## src/rtl/cpu_pkg.sv

```systemverilog
// Shared CPU definitions used by the status unit and the branch unit.
//   - Status register bit positions (branch unit indexes status with these).
//   - flag_op encodings for the explicit flag instructions.
//   - Status unit push/pull sequencer states.
package cpu_pkg;

  localparam int C_BIT = 7;
  localparam int Z_BIT = 6;
  localparam int I_BIT = 5;
  localparam int D_BIT = 4;
  localparam int B_BIT = 3;
  localparam int V_BIT = 2;
  localparam int R_BIT = 1;
  localparam int N_BIT = 0;

  typedef enum logic [2:0] {
    FOP_NONE = 3'd0,
    FOP_CLC  = 3'd1,
    FOP_SEC  = 3'd2,
    FOP_CLI  = 3'd3,
    FOP_SEI  = 3'd4,
    FOP_CLD  = 3'd5,
    FOP_SED  = 3'd6,
    FOP_CLV  = 3'd7
  } flag_op_e;

  typedef enum logic [1:0] {
    ST_IDLE      = 2'd0,
    ST_PUSH      = 2'd1,
    ST_PULL_WAIT = 2'd2
  } state_e;

  // Stored status never holds B and always holds the reserved bit.
  function automatic logic [7:0] stored_form(input logic [7:0] s);
    logic [7:0] r;
    r        = s;
    r[B_BIT] = 1'b0;
    r[R_BIT] = 1'b1;
    return r;
  endfunction

endpackage

```

## src/rtl/status_flag_merge.sv

```systemverilog
// Combinational next-status from the ALU flag update and the explicit
// flag instruction. flag_op is applied after the ALU update so it wins
// on a shared bit; untouched bits hold.
// Ports:
//   status_i      current status
//   alu_we        apply ALU update
//   alu_mask      per-flag enable {C,Z,V,N} = [3:0]
//   alu_result    ALU result (Z and N source)
//   alu_carry     carry out
//   alu_overflow  overflow out
//   flag_op       explicit flag instruction
//   status_o      merged status (stored form)
module status_flag_merge
  import cpu_pkg::*;
(
  input  logic [7:0] status_i,
  input  logic       alu_we,
  input  logic [3:0] alu_mask,
  input  logic [7:0] alu_result,
  input  logic       alu_carry,
  input  logic       alu_overflow,
  input  logic [2:0] flag_op,
  output logic [7:0] status_o
);

  logic [7:0] s;

  always_comb begin
    s = status_i;
    if (alu_we) begin
      if (alu_mask[3]) s[C_BIT] = alu_carry;
      if (alu_mask[2]) s[Z_BIT] = (alu_result == 8'h00);
      if (alu_mask[1]) s[V_BIT] = alu_overflow;
      if (alu_mask[0]) s[N_BIT] = alu_result[7];
    end
    case (flag_op)
      FOP_CLC: s[C_BIT] = 1'b0;
      FOP_SEC: s[C_BIT] = 1'b1;
      FOP_CLI: s[I_BIT] = 1'b0;
      FOP_SEI: s[I_BIT] = 1'b1;
      FOP_CLD: s[D_BIT] = 1'b0;
      FOP_SED: s[D_BIT] = 1'b1;
      FOP_CLV: s[V_BIT] = 1'b0;
      default: ;
    endcase
    status_o = stored_form(s);
  end

endmodule

```

## src/rtl/status_unit.sv

```systemverilog
// Processor status register owner. Merges ALU/flag instruction updates,
// pushes status onto the data bus (PHP/BRK/IRQ) and pulls it back (PLP/RTI).
// All state changes on the falling edge of clk_2; rst is asynchronous.
// Ports:
//   rst, clk_1, clk_2        reset, phase-1 (bus qualify), phase-2 clocks
//   alu_*                    ALU flag update request
//   flag_op                  CLC/SEC/CLI/SEI/CLD/SED/CLV
//   push_req/brk/sei         start push, B value in pushed byte, set I after
//   pull_req, data_bus       start pull, bus read data
//   status                   live status register
//   data_out, data_out_en    pushed byte and bus drive enable
//   busy, done               sequencer active, one-cycle completion pulse
module status_unit
  import cpu_pkg::*;
#(
  parameter int         PULL_LAT     = 1,
  parameter logic [7:0] RESET_STATUS = 8'h22
) (
  input  logic       rst,
  input  logic       clk_1,
  input  logic       clk_2,
  input  logic       alu_we,
  input  logic [3:0] alu_mask,
  input  logic [7:0] alu_result,
  input  logic       alu_carry,
  input  logic       alu_overflow,
  input  logic [2:0] flag_op,
  input  logic       push_req,
  input  logic       push_brk,
  input  logic       push_sei,
  input  logic       pull_req,
  input  logic [7:0] data_bus,
  output logic [7:0] status,
  output logic [7:0] data_out,
  output logic       data_out_en,
  output logic       busy,
  output logic       done
);

  localparam logic [7:0] RST_VAL  = stored_form(RESET_STATUS);
  localparam logic [1:0] CNT_INIT = 2'(PULL_LAT - 1);

  state_e     state_q, state_d;
  logic [7:0] status_q, status_d, merged;
  logic [7:0] data_out_q, data_out_d;
  logic [1:0] cnt_q, cnt_d;
  logic       sei_q, sei_d;
  logic       done_q, done_d;

  status_flag_merge u_merge (
    .status_i     (status_q),
    .alu_we       (alu_we),
    .alu_mask     (alu_mask),
    .alu_result   (alu_result),
    .alu_carry    (alu_carry),
    .alu_overflow (alu_overflow),
    .flag_op      (flag_op),
    .status_o     (merged)
  );

  always_comb begin
    state_d    = state_q;
    cnt_d      = cnt_q;
    status_d   = merged;
    data_out_d = data_out_q;
    sei_d      = sei_q;
    done_d     = 1'b0;
    unique case (state_q)
      ST_IDLE: begin
        // push wins over a simultaneous pull; the pull is dropped
        if (push_req) begin
          state_d           = ST_PUSH;
          data_out_d        = status_q;
          data_out_d[B_BIT] = push_brk;
          data_out_d[R_BIT] = 1'b1;
          sei_d             = push_sei;
        end else if (pull_req) begin
          state_d = ST_PULL_WAIT;
          cnt_d   = CNT_INIT;
        end
      end
      ST_PUSH: begin
        if (sei_q) status_d[I_BIT] = 1'b1;
        done_d  = 1'b1;
        state_d = ST_IDLE;
      end
      ST_PULL_WAIT: begin
        if (cnt_q == 2'd0) begin
          // captured byte overrides any ALU/flag_op update this edge
          status_d = stored_form(data_bus);
          done_d   = 1'b1;
          state_d  = ST_IDLE;
        end else begin
          cnt_d = cnt_q - 2'd1;
        end
      end
      default: state_d = ST_IDLE;
    endcase
  end

  always_ff @(negedge clk_2 or posedge rst) begin
    if (rst) begin
      state_q    <= ST_IDLE;
      status_q   <= RST_VAL;
      data_out_q <= 8'h00;
      cnt_q      <= 2'd0;
      sei_q      <= 1'b0;
      done_q     <= 1'b0;
    end else begin
      state_q    <= state_d;
      status_q   <= status_d;
      data_out_q <= data_out_d;
      cnt_q      <= cnt_d;
      sei_q      <= sei_d;
      done_q     <= done_d;
    end
  end

  assign status      = status_q;
  assign data_out    = data_out_q;
  assign data_out_en = clk_1 & (state_q == ST_PUSH);
  assign busy        = (state_q != ST_IDLE);
  assign done        = done_q;

endmodule

```

## config.mk

```make
export PLATFORM = sky130hd
export DESIGN_NAME = status_unit
export DESIGN_NICKNAME = d
export VERILOG_FILES = /design/src/rtl/cpu_pkg.sv /design/src/rtl/status_flag_merge.sv /design/src/rtl/status_unit.sv
export SDC_FILE = /design/constraint.sdc
export NUM_CORES = 1
export LEC_CHECK = 0
export ABC_AREA = 0
export ABC_CLOCK_PERIOD_IN_PS = 1930
export BUFFER_PORTS_ARGS = -buffer_cell sky130_fd_sc_hd__buf_2
export CAP_MARGIN = 40
export CELL_PAD_IN_SITES_DETAIL_PLACEMENT = 0
export CELL_PAD_IN_SITES_GLOBAL_PLACEMENT = 1
export CORE_ASPECT_RATIO = 0.6
export CORE_MARGIN = 10
export CORE_UTILIZATION = 32
export DETAILED_ROUTE_END_ITERATION = 6
export PLACE_DENSITY_LB_ADDON = 0.1
export RECOVER_POWER = 25
export SYNTH_ARGS = -nofsm -noshare
export SYNTH_HDL_FRONTEND = slang
export SYNTH_SLANG_ARGS = --single-unit
```

## constraint.sdc

```tcl
create_clock -name clk_2 -period 1.93 [get_ports clk_2]
set_input_delay 0.386 -clock clk_2 [delete_from_list [all_inputs] [get_ports clk_2]]
set_output_delay 0.386 -clock clk_2 [all_outputs]
set_load 0.1 [all_outputs]
```

* Word level (Yosys, flattened, before mapping)
Cells that the tools add are included.
** Storage, ports and cells
- Flip-flop bits (word level) :: 22
- Input port bits :: 33
- Output and inout port bits :: 19
- Logic and storage cells :: 56
** Cells by class
- Reduce and logical (&&, ||, !) cells :: 8
- Mux-type cells :: 26
- Equal/unequal tests :: 14
- Bitwise gates (word level) :: 1
- $add $sub $neg :: 1
** Operators with widths (number)
- $mux 2 :: 8
- $eq 3x3->1 const B :: 4
- $pmux 1 s2 :: 5
- $mux 1 :: 9
- $logic_not 8->1 :: 1
- $mux 8 :: 1
- $ne 2x2->1 const B :: 4
- $pmux 2 s2 :: 2
- $eq 3x2->1 const B :: 2
- $mux 5 :: 1
- $logic_not 2->1 :: 2
- $reduce_and 2->1 :: 2
- $reduce_and 4->1 :: 1
- $reduce_bool 2->1 :: 2
- $eq 3x1->1 const B :: 1
- $ne 3x3->1 const B :: 1
- $eq 2x1->1 const B :: 1
- $eq 2x2->1 const B :: 1
- $sub 2x1->2 const B :: 1
- $and 1x1->1 :: 1

* Logic depth before layout (Yosys ltp)
Gate-level depths: netlist of run 1.
- Depth in word-level cells :: 6
- Mapped depth :: 6
- Mapped depth without buffers :: 6

* Hierarchy
Synthesis of run 1 repeated with hierarchy kept, for this count alone.
** Second synthesis, totals
- Cells, all modules :: 102
- Area total of the unflattened synthesis :: 1139.8 µm²
** By module, submodules not included
- status_unit :: cells each 73, instances 1, sequential area each 553.0 µm², area an instance 973.4 µm²
- status_flag_merge :: cells each 29, instances 1, sequential area each 0.0 µm², area an instance 166.4 µm²

==> results.yml, run 1 <==
synth:
  ys_warn_count: 0
  synth_top_cell_area_share_pct: 46.1
  yosysSeqAreaShare_pct: 48.6
  synth_flop_cell: "dfrtn_1"
  synth_area_sq_mm: 0.00103
  synth_nets: 138
  synth_edf_count: 0
  ys_async_sr_fraction_pct: 100
  yosys-top-cells-area: "dfrtn_1, mux2_2, ha_1, nand2_1, o21ai_0"
  synth_cells: 101
  ys_types: 30
  synth_top_area_cell: "dfrtn_1"
  postSynthAreaPerCell_sq_um: 10.2
  synth.ff_latch_count: 20
cells_and_area:
  area_delta_synth_final_pct: 88.6
  antenna_cells: 0
  n_fill_cell: 251
  regArea_sq_um: 505
  drive_gt1_share_pct: 59.3
  layout_common_cells: "buf_2, buf_4, dfrtn_1"
  layout_commonest_cell: "buf_2"
  final_nets: 210
  multi_input_area_sq_um: 568
placed_design:
  portBuffers: 47
  dp_slack_ps: -410
  dp_hpwl_um: 2730
  gp_congestion: 0.736
global_route:
  antenna_found_initial: 0
  gr-total-overflow: 0
  grt_start_max_net_pins: 13
  grt_pass1_vias: 1034
  track_usage_pct: 10.9
  grt_pass1_wl_um: 5130
route:
  drtPass1Iterations: 4
  ant_nets: 0
  route.detailed.drc: 0
  initialDrtViolationCount: 36
  totalWireLength_um: 3310
  num_vias: 998
  avgRoutedWirePerCell_um: 15.5
  vias_per_cell: 4.66
worst_setup_path:
  end_kind: "primary output"
  start_kind: "register"
  critPathMaxFanout: 3
  path_cells: "inv_2 -> ha_4 -> clkinvlp_4 -> buf_12"
  critical_path_arrival_ps: 2210
  path_class: "reg -> out"
  path_delay_family: "flip-flops"
  path_buf_inv: 3
  cp_slowest_stage_delay_ps: 460
  cp.required_ps: 1540
  slowest_stage: "dfrtn_1"
pwr:
  ir_worst_vdd_mv: 1.03
  p_leak_nw: 0.928
  power_density_mw_per_mm2: 1590
die:
  row_count: 15
  die_w_um: 93.3
  initial_core_util_pct: 34.6
  core-area_sq_mm: 0.00298
  io_pins: 52
  die-area_sq_mm: 0.00597
  die_h_um: 64.0
clock_tree:
  cts-root-buf: "clkbuf_8"
  clk_pin_slew_worst_paths_ps: 50
  numCtsBuffers: 3
  clock_latency_ps: 320
  clockBufferDepth: 2
  cts_tree: "yes"
  h-tree-depth: 1
  cts_sinks: 20
sta:
  slew_viol_final: 0
  finalSetupViolCount: 18
  timing.final.ws_setup_ps: -665
  grt_setup_unrepaired: "true"
  clock-skew-final_ps: 52.7
  fin_hold_ws_ps: 478
  hold_viol_final: 0
  max_slew_margin_pct: 61.7
  worstMarginPinSlew_ps: 574
run:
  maxCapViolations: 0
outcome:
  violations: "setup timing"
  outcome: "complete, but fails checks"
min_path:
  hp-class: "reg -> reg"
layout make-up:
class	count	share of cell area (%)
Timing Repair Buffer	70	36.8
Clock buffer	3	2.12
Sequential cell	20	26.0
Tap cell	42	2.70
Clock inverter	2	1.74
Inverter	7	1.54
Multi-Input combinational cell	70	29.2
cells in the mapped netlist, drive strengths merged (2+ instances only):
cell and count:
dfrtn 19, nand2 13, mux2 9, o21ai 9, inv 8, a21oi 4, ha 4, nand2b 4
a21boi 3, and2 3, buf 3, a22o 2, conb 2, nor2 2, o31ai 2, or4 2
report_power, final:
part	switching [mW]	total (mW)	internal [mW]
clock network	0.149	0.429	0.280
logic	1.19	1.97	0.781
registers	0.132	0.701	0.569
total	1.47	3.10	1.63
registers in the layout, indices dropped and copies added, names as in the netlist:
register and flops:
state_q 2, cnt_q 2, done 1, status 6
sei_q 1, data_out 8
worst paths after layout:
path | startpoint | to | slack [ps] | depth (start not counted)
min | cnt_q[1] | cnt_q[1] | 480 | 1
max | state_q[0] | busy | -670 | 4
min reg2reg | cnt_q[1] | cnt_q[1] | 480 | 1
min in group asynchronous | rst | status[0] | 880 | 2
max in group asynchronous | rst | state_q[0] | 220 | 3
max reg2reg | state_q[0] | status[5] | 80 | 9
cell families (layout without fill, tap and decap cells):
group | Yosys count | count (layout) | synth area share (%)
DFF | 20 | 20 | 48.6
and+or+nand+nor | 27 | 27 | 13.0
buffers and inverters | 11 | 82 | 4.85
adders and majority gates | 4 | 4 | 4.85
other | 2 | 2 | 0.728
AOI/OAI and AO/OA | 27 | 27 | 17.2
muxes | 10 | 10 | 10.8
stage by stage:
step | total power, mW | utilization [%] | TNS [ps] | cells | instance area, sq um
final | 3.10 | 65.2 | -6670 | 214 | 1950
after CTS | 3.11 | 63.3 | -6870 | 212 | 1890
after global routing | 3.23 | 65.2 | -7260 | 214 | 1950
after detailed placement | 2.63 | 58.8 | -6000 | 203 | 1750
after floorplan | 1.82 | - | -8290 | 101 | 1090
after global placement | 2.61 | 58.8 | -5750 | 203 | 1750
what timing repair did:
action                                  CTS  global route
setup buffers                             5             2
hold buffers                              0             0
endpoints found under the setup margin   21            22
resized for setup                         6            14
pin swaps                                 5             7
per-layer routing:
metal,track usage [%],vias to the layer above,part of all wire [%]
met2,17.9,38,47
li1,-,486,-
met1,12.4,470,44
met3,5.48,4,8.4
met4,2.87,0,0.81
met5,0,-,0
worst register-to-register path, delay by kind of cell (launching register included):
| family | cells | cell delay, ps |
|---|---|---|
| DFF | 1 | 460 |
| AOI/OAI and AO/OA | 2 | 300 |
| buffers and inverters | 4 | 440 |
| adders and majority gates | 1 | 240 |
| and+or+nand+nor | 2 | 370 |
Power figures use the tool's default switching activity.
==> inputs of run 2 (changes only) <==
--- a/config.mk
+++ b/config.mk
@@ -15,7 +15,7 @@
 export CORE_MARGIN = 10
 export CORE_UTILIZATION = 32
 export DETAILED_ROUTE_END_ITERATION = 6
-export PLACE_DENSITY_LB_ADDON = 0.1
+export PLACE_DENSITY = 0.76
 export RECOVER_POWER = 25
 export SYNTH_ARGS = -nofsm -noshare
 export SYNTH_HDL_FRONTEND = slang
==> run 2 against run 1 <==
Net effect: the run still ends with setup timing left; non-clock buffer count grew 4; highest routed layer unchanged; clock skew shrank 5.8 ps; clock power shrank 2%; clock-buffer cell count is the same; via count grew 1.9%; wire length is essentially flat; critical endpoint is now data_out_en; global-route usage shrank 0.25 points; first-iteration DRC count grew 28%; worst setup slack lost 27 ps; core utilization shrank 0.34 points; largest power group unchanged.
==> results.yml, run 2 (synthesis results as in run 1) <==
route:
  ant_nets: 0
  avgRoutedWirePerCell_um: 15.2
  num_vias: 1017
  route.detailed.drc: 0
  initialDrtViolationCount: 46
  vias_per_cell: 4.67
  totalWireLength_um: 3310
  drtPass1Iterations: 4
  met3_length_um: 222
  dr.max_layer_used: "met4"
  met2_length_um: 1760
  wl_met1_um: 1330
die:
  core-area_sq_mm: 0.00298
  io_pins: 52
  row_count: 15
  die_w_um: 93.3
  die_h_um: 64.0
  die-area_sq_mm: 0.00597
  initial_core_util_pct: 34.6
global_route:
  gr-total-overflow: 0
  grt_pass1_wl_um: 5200
  track_usage_pct: 10.7
  antenna_found_initial: 0
  grt_start_max_net_pins: 13
  grt_pass1_vias: 1091
worst_setup_path:
  path_class: "reg -> out"
  end_kind: "primary output"
  critical_path_arrival_ps: 2240
  r2r_slack_ps: 100
  critPathMaxFanout: 3
  cp.required_ps: 1540
  start_kind: "register"
placed_design:
  gp_congestion: 0.769
  portBuffers: 47
  dp_hpwl_um: 2690
  place_inst: 207
cells_and_area:
  antenna_cells: 0
  post-route-util_pct: 64.9
  layout_commonest_cell: "buf_2"
  area_delta_synth_final_pct: 87.6
  drive_gt1_share_pct: 58.5
  final_cells: 218
  final_nets: 214
  largest_register_ffs: 8
  layout_common_cells: "buf_2, buf_4, dfrtn_1"
  n_fill_cell: 235
clock_tree:
  cts-root-buf: "clkbuf_8"
  clock_latency_ps: 320
  hold_buffers: 0
  clockBufferDepth: 2
  h-tree-depth: 1
  clk_pin_slew_worst_paths_ps: 50
  numCtsBuffers: 3
  cts_tree: "yes"
  cts_sinks: 20
pwr:
  ir_worst_vdd_mv: 0.948
  power_density_mw_per_mm2: 1600
  p_leak_nw: 0.914
sta:
  finalSetupViolCount: 19
  slew_viol_final: 0
  hold_viol_final: 0
  grt_setup_unrepaired: "true"
  timing.final.ws_setup_ps: -692
  clock-skew-final_ps: 46.8
outcome:
  outcome: "complete, but fails checks"
  violations: "setup timing"
min_path:
  hp-class: "reg -> reg"
run:
  maxCapViolations: 0
[run 2: final cells by class]
class	count	area, sq um	area share [%]
tap	42	52.6	2.71
timing repair buffer	74	722	37.3
sequential	20	505	26.1
inverter	7	30.0	1.55
clock inverter	2	33.8	1.74
multi-input combinational	70	552	28.5
clock buffer	3	41.3	2.13
[run 2: repair_timing]
| item | CTS | global route |
|---|---|---|
| endpoints found under the setup margin | 26 | 28 |
| gates resized for setup | 4 | 11 |
| setup buffers | 5 | 2 |
| pin swaps | 3 | 4 |
[run 2: final timing paths]
path	from	cells after the start	to
max	state_q[1]	4	data_out_en
min	sei_q	1	sei_q
max reg2reg	state_q[0]	7	done
min reg2reg	sei_q	1	sei_q
max in group asynchronous	rst	3	status[2]
min in group asynchronous	rst	2	cnt_q[1]
[run 2: layer usage]
| layer | up-vias | track usage, % |
|---|---|---|
| li1 | 496 | - |
| met1 | 489 | 11.9 |
| met2 | 30 | 18.7 |
| met3 | 2 | 5.01 |
| met4 | 0 | 1.15 |
| met5 | - | 0 |
[run 2: power breakdown]
part           internal [mW]  switching (mW)
combinational          0.784            1.19
sequential             0.569           0.134
clock                  0.280           0.143
total                   1.63            1.46
[run 2: per-stage QoR]
stage          hold slack, ps  setup TNS (ps)  power [mW]  area (sq um)  setup WS, ps
2_1_floorplan             440           -8290        1.82          1090          -419
3_3_place_gp              456           -5700        2.60          1760          -373
6_report                  464           -6650        3.10          1940          -692
3_5_place_dp              474           -5940        2.62          1760          -400
4_1_cts                   474           -6770        3.10          1890          -685
5_1_grt                   505           -7170        3.22          1940          -717
[run 2: worst max-delay path, cell delays in order, from the launching register on]
cell,delay [ps]
dfrtn_1,450
inv_2,70
ha_2,180
and2_4,140
buf_12,160
==> inputs of run 3 (changes only) <==
--- a/config.mk
+++ b/config.mk
@@ -13,10 +13,11 @@
 export CELL_PAD_IN_SITES_GLOBAL_PLACEMENT = 1
 export CORE_ASPECT_RATIO = 0.6
 export CORE_MARGIN = 10
-export CORE_UTILIZATION = 32
+export CORE_UTILIZATION = 34
 export DETAILED_ROUTE_END_ITERATION = 6
-export PLACE_DENSITY = 0.76
+export PLACE_DENSITY = 0.77
 export RECOVER_POWER = 25
 export SYNTH_ARGS = -nofsm -noshare
 export SYNTH_HDL_FRONTEND = slang
+export SYNTH_HIERARCHICAL = 1
 export SYNTH_SLANG_ARGS = --single-unit
==> run 3 against run 2 <==
Net effect: the flow still finishes with violations (setup timing); wire length increased by 2.8%; clock power decreased by 26%; die area increased by 2.9%; sequential cell count increased by 2; core utilization decreased by 2.1 points; sequential power increased by 2%; design area increased by 5.1%; synthesized cell count increased by 0.99%.
==> results.yml, run 3 <==
outcome:
  outcome: "complete, but fails checks"
  violations: "setup timing"
synth:
  synth_top_area_cell: "dfrtn_1"
  yosys.cell_count.top_type: "dfrtn_1"
  synth_commonest_cells: "dfrtn_1, mux2_2, inv_1, nand2_1, ha_1"
  synth_cells: 102
  postSynthAreaPerCell_sq_um: 11.2
  synth_nets: 140
  ys_types: 30
  synth_flop_cell: "dfrtn_1"
  ys_async_sr_fraction_pct: 100
  yosysSeqAreaShare_pct: 48.5
  synth_edf_count: 0
  synth_area_sq_mm: 0.00114
  yosys-top-cells-area: "dfrtn_1, mux2_2, ha_1, dfstp_2, inv_1"
  ys_warn_count: 6
  synth.ff_latch_count: 22
  synth_top_cell_area_share_pct: 43.9
cells_and_area:
  final_nets: 212
  layout_commonest_cell: "buf_2"
  n_fill_cell: 271
  drive_gt1_share_pct: 59.0
  multi_input_area_sq_um: 603
  area_delta_synth_final_pct: 78.6
  antenna_cells: 0
  post-route-util_pct: 62.8
  regArea_sq_um: 561
  layout_common_cells: "buf_2, dfrtn_1, buf_12, buf_4, mux2_4"
global_route:
  grt_start_max_net_pins: 15
  antenna_found_initial: 0
  grt_pass1_vias: 1120
  gr-total-overflow: 0
  track_usage_pct: 11.1
  grt_pass1_wl_um: 5530
worst_setup_path:
  r2r_start: "state_q[0]"
  start_kind: "register"
  critical_path_arrival_ps: 2200
  path_class: "reg -> out"
  crit_start: "state_q[0]"
  r2r_slack_ps: 130
  critPathMaxFanout: 3
  cp.required_ps: 1540
  endpoint: "busy"
  end_kind: "primary output"
  reg2reg_to: "cnt_q[0]"
  rr_worst_depth: 6
route:
  drtPass1Iterations: 4
  route.detailed.drc: 0
  initialDrtViolationCount: 32
  ant_nets: 0
  totalWireLength_um: 3400
  num_vias: 1005
  avgRoutedWirePerCell_um: 15.6
  vias_per_cell: 4.61
die:
  die-area_sq_mm: 0.00614
  initial_core_util_pct: 35.1
  die_h_um: 64.9
  die_w_um: 94.8
  core-area_sq_mm: 0.00324
  row_count: 16
  io_pins: 52
pwr:
  ir_worst_vdd_mv: 1.10
  p_leak_nw: 0.984
  power_density_mw_per_mm2: 1350
clock_tree:
  h-tree-depth: 1
  numCtsBuffers: 3
  cts_sinks: 22
  cts_tree: "yes"
  clk_pin_slew_worst_paths_ps: 60
  clockBufferDepth: 2
  cts-root-buf: "clkbuf_8"
  clock_latency_ps: 320
sta:
  timing.final.ws_setup_ps: -660
  finalSetupViolCount: 22
  slew_viol_final: 0
  grt_setup_unrepaired: "true"
  hold_viol_final: 0
  setup-tns-final_ps: -7660
  fin_hold_ws_ps: 461
  clock-skew-final_ps: 50.4
placed_design:
  dp_slack_ps: -398
  portBuffers: 49
  gp_congestion: 0.816
  dp_hpwl_um: 2750
run:
  maxCapViolations: 0
min_path:
  hp-class: "reg -> reg"
[run 3: how the worst min path moves through the flow]
stage | startpoint | endpoint | cells after the start
after detailed placement | cnt_q[1] | cnt_q[1] | 2
after global placement | cnt_q[1] | cnt_q[1] | 2
after CTS | cnt_q[1] | cnt_q[1] | 2
after floorplan | cnt_q[1] | cnt_q[1] | 2
final | cnt_q[1] | cnt_q[1] | 2
after global routing | cnt_q[1] | cnt_q[1] | 2
[run 3: cells by family after synthesis]
family                     Yosys count  share of synthesized area [%]
AOI/OAI and AO/OA                   21                           12.5
and+or+nand+nor                     22                           10.5
buffers and inverters               14                           6.69
DFF                                 22                           48.5
adders and majority gates            5                           5.49
muxes                               16                           15.6
other                                2                          0.659
[run 3: metrics by stage]
stage | cells | power [mW] | cell area (sq um)
after floorplan | 102 | 1.72 | 1200
after global placement | 207 | 2.38 | 1880
after detailed placement | 207 | 2.40 | 1880
after CTS | 217 | 2.76 | 2010
after global routing | 218 | 2.85 | 2040
final | 218 | 2.74 | 2040
[run 3: cell type report]
class,count,share of cell area [%]
clock buffers,4,2.21
multi-input cells,66,29.6
inverters,8,1.66
clock inverters,2,0.369
flip-flops and latches,22,27.5
well taps,45,2.77
repair buffers,71,35.8
[run 3: layer usage]
metal  vias to the layer above  GRT usage [%]  routed length (um)
li1                        490              -                   -
met5                         -              0                   0
met3                         0           6.21                 308
met1                       484           12.6                1450
met2                        31           18.5                1640
met4                         0           1.30                   0
[run 3: timing repair]
item,CTS,global route
buffers inserted,5,1
hold endpoints to repair,0,0
hold buffers,0,0
pin swaps,3,3
setup endpoints to repair,24,25
resized for setup,9,5
[run 3: critical path, cell delays in order, from the launching register on]
cell	delay [ps]
dfrtn_1	490
inv_2	70
ha_4	170
clkinvlp_4	70
buf_12	160
[run 3: report_power, final]
| part | internal [mW] | total (mW) | switching, mW | leakage [nW] |
|---|---|---|---|---|
| Clock | 0.153 | 0.313 | 0.160 | 0.0334 |
| Combinational | 0.702 | 1.71 | 1.01 | 0.685 |
| Sequential | 0.595 | 0.716 | 0.121 | 0.266 |
| Total | 1.45 | 2.74 | 1.29 | 0.984 |
